$ cat src/rtl/matrix_tile_sequencer.sv
// Walks a rows x cols matrix in row-major TILE x TILE tiles, presenting per-lane
// addresses, in-bounds mask and write strobes for one tile at a time.
module matrix_tile_sequencer #(
    parameter int ADDR_WIDTH = 10,
    parameter int TILE       = 3
) (
    input  logic                         clk,
    input  logic                         reset,
    input  logic                         start,
    input  logic                         wr_mode,
    input  logic [ADDR_WIDTH-1:0]        base_addr,
    input  logic [ADDR_WIDTH-1:0]        rows,
    input  logic [ADDR_WIDTH-1:0]        cols,
    input  logic [ADDR_WIDTH-1:0]        stride,
    input  logic                         advance,
    output logic                         busy,
    output logic                         tile_valid,
    output logic [ADDR_WIDTH-1:0]        tile_row,
    output logic [ADDR_WIDTH-1:0]        tile_col,
    output logic [TILE*TILE*ADDR_WIDTH-1:0] addr_flat,
    output logic [TILE*TILE-1:0]         lane_mask,
    output logic [TILE*TILE-1:0]         lane_we,
    output logic                         last_tile,
    output logic                         done
);

    localparam int DW = ADDR_WIDTH + 1;

    // Handshake: a tile is offered while tile_valid=1 and is consumed on any
    // cycle where advance=1; outputs hold unchanged until then.
    typedef enum logic [1:0] {
        IDLE = 2'd0,
        RUN  = 2'd1,
        DONE = 2'd2
    } state_t;

    state_t state;
    state_t state_next;

    logic                  load_cfg;
    logic                  step_tile;
    logic                  cfg_wr_mode;
    logic [ADDR_WIDTH-1:0] cfg_rows;
    logic [ADDR_WIDTH-1:0] cfg_cols;
    logic [ADDR_WIDTH-1:0] cfg_stride;
    logic [ADDR_WIDTH-1:0] row_step;
    logic [ADDR_WIDTH-1:0] row_base;
    logic [DW-1:0]         next_row_w;
    logic [DW-1:0]         next_col_w;
    logic                  col_wrap;
    logic                  row_end;
    logic [ADDR_WIDTH-1:0] lane_base;
    logic                  row_in;
    logic                  col_in;

    // Extra bit keeps tile_row/col + TILE from wrapping in the end checks.
    assign next_col_w = {1'b0, tile_col} + DW'(TILE);
    assign next_row_w = {1'b0, tile_row} + DW'(TILE);
    assign col_wrap   = next_col_w >= {1'b0, cfg_cols};
    assign row_end    = next_row_w >= {1'b0, cfg_rows};

    assign tile_valid = (state == RUN);
    assign busy       = (state != IDLE);
    assign done       = (state == DONE);
    assign last_tile  = (state == RUN) && row_end && col_wrap;
    assign lane_we    = (tile_valid && advance && cfg_wr_mode) ? lane_mask : '0;

    always_ff @(posedge clk) begin
        if (reset) begin
            state <= IDLE;
        end else begin
            state <= state_next;
        end
    end

    always_comb begin
        state_next = state;
        load_cfg   = 1'b0;
        step_tile  = 1'b0;
        case (state)
            IDLE: begin
                if (start) begin
                    load_cfg   = 1'b1;
                    state_next = (rows == '0 || cols == '0) ? DONE : RUN;
                end
            end
            RUN: begin
                if (advance) begin
                    if (last_tile) begin
                        state_next = DONE;
                    end else begin
                        step_tile = 1'b1;
                    end
                end
            end
            DONE:    state_next = IDLE;
            default: state_next = IDLE;
        endcase
    end

    // row_base tracks base + tile_row*stride incrementally, stepping by TILE*stride.
    always_ff @(posedge clk) begin
        if (reset) begin
            cfg_wr_mode <= 1'b0;
            cfg_rows    <= '0;
            cfg_cols    <= '0;
            cfg_stride  <= '0;
            row_step    <= '0;
            row_base    <= '0;
            tile_row    <= '0;
            tile_col    <= '0;
        end else if (load_cfg) begin
            cfg_wr_mode <= wr_mode;
            cfg_rows    <= rows;
            cfg_cols    <= cols;
            cfg_stride  <= stride;
            row_step    <= ADDR_WIDTH'(stride * ADDR_WIDTH'(TILE));
            row_base    <= base_addr;
            tile_row    <= '0;
            tile_col    <= '0;
        end else if (step_tile) begin
            if (!col_wrap) begin
                tile_col <= tile_col + ADDR_WIDTH'(TILE);
            end else begin
                tile_col <= '0;
                tile_row <= tile_row + ADDR_WIDTH'(TILE);
                row_base <= row_base + row_step;
            end
        end
    end

    // Each tile row's base is the previous one plus stride, so only adders are used.
    always_comb begin
        addr_flat = '0;
        lane_mask = '0;
        lane_base = row_base;
        row_in    = 1'b0;
        col_in    = 1'b0;
        for (int r = 0; r < TILE; r++) begin
            row_in = ({1'b0, tile_row} + DW'(r)) < {1'b0, cfg_rows};
            for (int c = 0; c < TILE; c++) begin
                col_in = ({1'b0, tile_col} + DW'(c)) < {1'b0, cfg_cols};
                if (tile_valid && row_in && col_in) begin
                    lane_mask[r*TILE + c] = 1'b1;
                    addr_flat[(r*TILE + c)*ADDR_WIDTH +: ADDR_WIDTH] =
                        lane_base + tile_col + ADDR_WIDTH'(c);
                end
            end
            lane_base = lane_base + cfg_stride;
        end
    end

endmodule

$ cat config.mk
export PLATFORM = sky130hd
export DESIGN_NAME = matrix_tile_sequencer
export DESIGN_NICKNAME = d
export VERILOG_FILES = /design/src/rtl/matrix_tile_sequencer.sv
export SDC_FILE = /design/constraint.sdc
export NUM_CORES = 1
export LEC_CHECK = 0
export CORE_MARGIN = 8
export CORE_UTILIZATION = 29
export CTS_CLUSTER_SIZE = 10
export DETAILED_ROUTE_END_ITERATION = 7
export PLACE_DENSITY_LB_ADDON = 0.1
export SETUP_SLACK_MARGIN = 0.15
export SLEW_MARGIN = 10
export SYNTH_ARGS = -nofsm -noshare
export SYNTH_HDL_FRONTEND = slang
export SYNTH_SLANG_ARGS = --single-unit
$ cat constraint.sdc
create_clock -name clk -period 4.8 [get_ports clk]
set_clock_uncertainty 0.05 [all_clocks]
set_input_delay 0.72 -clock clk [delete_from_list [all_inputs] [get_ports clk]]
set_output_delay 0.72 -clock clk [all_outputs]
set_load 0.02 [all_outputs]
==> summary.md, run 1 <==
| Metric | Value |
|---|---|
| PortBufs | `between 150 and 200` |
| # DRC | `0` |
| Outcome | `finished, violations left` |
| Cell total after placement | `approximately 1900` |
| Hold_sp | `cfg_rows[8]` |
| Drt wl/cell | `17.5 um` |
| CP max stage cell | `fa_1` |
| GP Congestion | `~0.84` |
| Mapped Area | `9160 um^2` |
| Share of layout cells above drive strength 1 | `21.3%` |
| Cell Rows | `65` |
| Max VDD drop | `0.181 mV` |
| Vias | `9281` |
| Unique masters post-synth | `slightly below 70` |
| Initial antenna violation count | `1` |
| Worst-Skew Late Latency | `0.34 ns` |
| Fin. Hold Viols | `0` |
| CP Data Arrival Time | `a little over 4 ns` |
| Setup slack after layout | `-0.0869 ns` |
| CP Depth | `19` |
| CP startpoint kind | `flop` |
| Area Growth Syn to Fin | `42.7%` |
| LEAKAGE | `6.53 nW` |
| Syn_area_per_cell | `7.59 um^2` |
| Worst-path clk slew | `0.06 ns` |
| Seq/Total Area, Yosys | `15.7%` |
| R2R setup slack | `0.72 ns` |
| Routed met1 length | `16100 um` |
| Post-DP Area | `~12000 um^2` |
| Maximum fanout along the worst path | `5` |
| Max Freq | `205 MHz` |
| Synth Flop Type | `dfxtp_1` |
| TritonCTS Sinks | `72` |
| Die height | `just under 200 um` |
| Largest net degree at the start of global routing | `59` |
| Mapped Cells | `1207` |
| Number of synthesized register bits | `72` |
| Fin nets | `1684` |
| R2R depth | `15` |
| Max-cap viol count | `0` |
| CTS Buf Count | `9` |
| Die W | `around 190 um` |
| FFs w/ async S/R, synth | `0%` |
| CTS tree | `built` |
| Critical path buffers and inverters | `4` |
| Hold Crit Class | `flop to flop` |
| Unrepaired setup endpoints after global routing | `yes` |
| Largest delay contributor family on the critical path | `adder cells` |
| Minimum clock period | `4.89 ns` |
| DRT iter0 DRCs | `about 420` |
| Non-Filler Instances | `1891` |
| Core area | `31300 um^2` |
| Tot Pwr | `2.82 mW` |
| Worst slew margin | `44.6%` |
| Vias in the first global route | `9360` |
| Die area | `37500 um^2` |
| TritonRoute pass-1 iters | `5` |
| Via-per-instance ratio | `4.91` |
| First-pass GRT wire length | `52600 um` |
| DP Worst Slack | `-0.508 ns` |
| Final wirelength | `between 30000 and 40000 um` |
| Critical Path End | `addr_flat[89]` |
| DRT antenna net count | `0` |
| Post-synth EDFFs | `0` |
| CTS Root Buffer Type | `clkbuf_16` |
| Overflow after GRT | `0` |
| Critical path's largest stage delay | `0.48 ns` |
| Clock buffer depth | `2` |
| Max-slew violations | `0` |
| Total track usage | `17.2%` |
| Met3 routed WL | `1330 um` |
| FF-to-FF Start | `tile_row[0]` |
| Synth warnings | `0` |
| Final setup viols | `4` |
| Hold_buf cts | `0` |
| CP Capture Type | `output pin` |
| # IOs | `177` |
| Number of H-tree levels | `3` |
| Final worst path period share | `102%` |
| Top layer reached by signal wires | `met5` |
| Failing checks | `setup timing` |
| Hpwl dp | `27000 um` |
| Slew @ Worst Pin | `0.828 ns` |
| Design area | `between 10000 and 15000 um^2` |
| Critical-path cell list | `ha_4 -> inv_2 -> fa_2 -> nor2b_1 -> o21ai_1 -> a21boi_1 -> buf_4 -> o21ai_2 -> nand2b_1 -> xor2_2 -> fa_1 -> ha_4 -> buf_6 -> o211ai_1 -> a21oi_1 -> xnor3_2 -> a31o_2 -> a21oi_2 -> buf_6` |
| PwrDens | `approximately 220 nW/um^2` |
| CP required | `4.03 ns` |
| Crit Path Category | `flop to output pin` |
| Syn_nets | `1407` |
| Starting Density | `29.3%` |
| RR Endpoint | `tile_row[9]` |
| Met2 WL | `15300 um` |
| ANT cells | `0` |
| CP startpoint | `cfg_stride[0]` |
==> report_power, final <==
part | switching [mW] | internal, mW | total, mW | leakage [nW]
Clock | 0.300 | 0.409 | 0.709 | 0.147
Sequential | 0.0294 | 0.632 | 0.662 | 0.592
Combinational | 0.791 | 0.655 | 1.45 | 5.79
==> flip-flops by register name (all words and copies together), names as in the netlist <==
signal       cells
row_base        10
cfg_rows        10
cfg_wr_mode      1
row_step         9
cfg_stride      10
cfg_cols        10
tile_col        10
state            2
tile_row        10
==> synthesized netlist by cell type, types with 6 or more instances <==
library cell,n,area share [%]
a21oi_1,86,4.7
fa_1,14,3.1
xnor2_1,80,7.7
a211oi_1,25,2.0
o211ai_1,13,1.1
inv_1,69,2.8
nand4_1,20,1.4
nor3_1,31,1.7
o21a_1,8,0.66
dfxtp_1,72,16
nand2b_1,7,0.48
buf_2,11,0.60
and2_1,7,0.48
or2_2,11,0.75
nand3_1,36,2.0
nor4_1,9,0.61
mux2i_1,7,0.77
nor2_1,136,5.6
or3_1,7,0.48
or4_1,6,0.49
ha_1,141,19
nand2_1,127,5.2
a21o_1,23,1.9
nor2b_1,15,1.0
xor2_1,55,5.3
and3_1,37,2.5
clkbuf_1,34,1.4
o21ai_0,36,2.0
o31a_1,6,0.57
==> cells by family (layout without fill, tap and decap cells) <==
family / Yosys count / in the layout / synth area share, %
simple gates: 465 / 465 / 24.1
compound gates: 250 / 250 / 18.4
fa+ha+maj: 155 / 155 / 22.3
xor+xnor: 136 / 136 / 13.2
buf+inv: 120 / 402 / 5.29
flops: 72 / 72 / 15.7
mux: 9 / 9 / 1.01
==> layer usage <==
layer  up-vias  global-route usage, %
li1       4784                      -
met1      4307                   23.1
met2       164                   29.0
met3        24                   2.74
met4         2                   2.68
met5         -                      0
==> repair_timing <==
item | 4_1_cts | 5_1_grt
gates resized for setup | 189 | 155
setup endpoints to repair | 82 | 92
pin swaps | 26 | 27
setup buffers | 3 | 5
==> worst min-delay path by stage <==
stage	to	slack, ns	cells after the start
floorplan	row_step[3]	0.39	2
detailed placement	cfg_rows[2]	0.40	2
global placement	cfg_cols[5]	0.39	2
finish	cfg_rows[8]	0.40	2
global route	cfg_cols[8]	0.43	2
CTS	cfg_cols[8]	0.41	2
==> metrics by stage <==
step	TNS [ns]	util (%)	hold slack, ns
after floorplan	0	-	0.386
after global placement	-5.30	39.0	0.393
after detailed placement	-6.25	39.0	0.398
after CTS	-0.0256	40.7	0.407
after global routing	-2.88	41.7	0.425
final	-0.182	41.7	0.404
==> worst register-to-register path, stage by stage, from the launching register on <==
cell	delay (ns)
dfxtp_1	0.33
buf_4	0.18
inv_1	0.10
ha_1	0.31
nor2_1	0.26
nand3_1	0.19
nor2_1	0.23
xor2_1	0.17
ha_1	0.23
or2_2	0.27
a21o_1	0.20
o41ai_2	0.06
buf_4	0.25
nand3_2	0.44
or4_1	0.57
a21oi_1	0.14
==> final cells by class <==
class | instances | area, um^2
well taps | 402 | 503
clock buffers | 9 | 225
fillers | 3262 | 18200
repair buffers | 317 | 2810
clock inverters | 7 | 77.6
inverters | 69 | 259
flip-flops and latches | 72 | 1450
multi-input cells | 1015 | 7740
==> cells in the final DEF (no fill, tap or decap), drive strengths merged, types with 7 or more instances in the layout <==
cell             n
buf            166
ha             141
nor2           136
nand2          127
a21oi           87
clkdlybuf4s50   84
xnor2           80
inv             72
dfxtp           72
xor2            55
o21ai           41
dlymetal6s2s    37
and3            37
nand3           37
nor3            31
a211oi          27
clkbuf          25
a21o            23
nand4           20
nor2b           15
dlygate4sd2     14
o211ai          14
fa              14
or2             11
nor4             9
o21a             9
and2             8
mux2i            7
nand2b           7
or3              7
(Power assumes the default switching activity.)
==> run 2, diff against run 1 <==
--- a/config.mk
+++ b/config.mk
@@ -9,6 +9,7 @@
 export CORE_UTILIZATION = 29
 export CTS_CLUSTER_SIZE = 10
 export DETAILED_ROUTE_END_ITERATION = 7
+export HOLD_SLACK_MARGIN = 0.15
 export PLACE_DENSITY_LB_ADDON = 0.1
 export SETUP_SLACK_MARGIN = 0.15
 export SLEW_MARGIN = 10
==> results of run 2 <==
The final DEF is identical to that of run 1; final timing and power are the same.
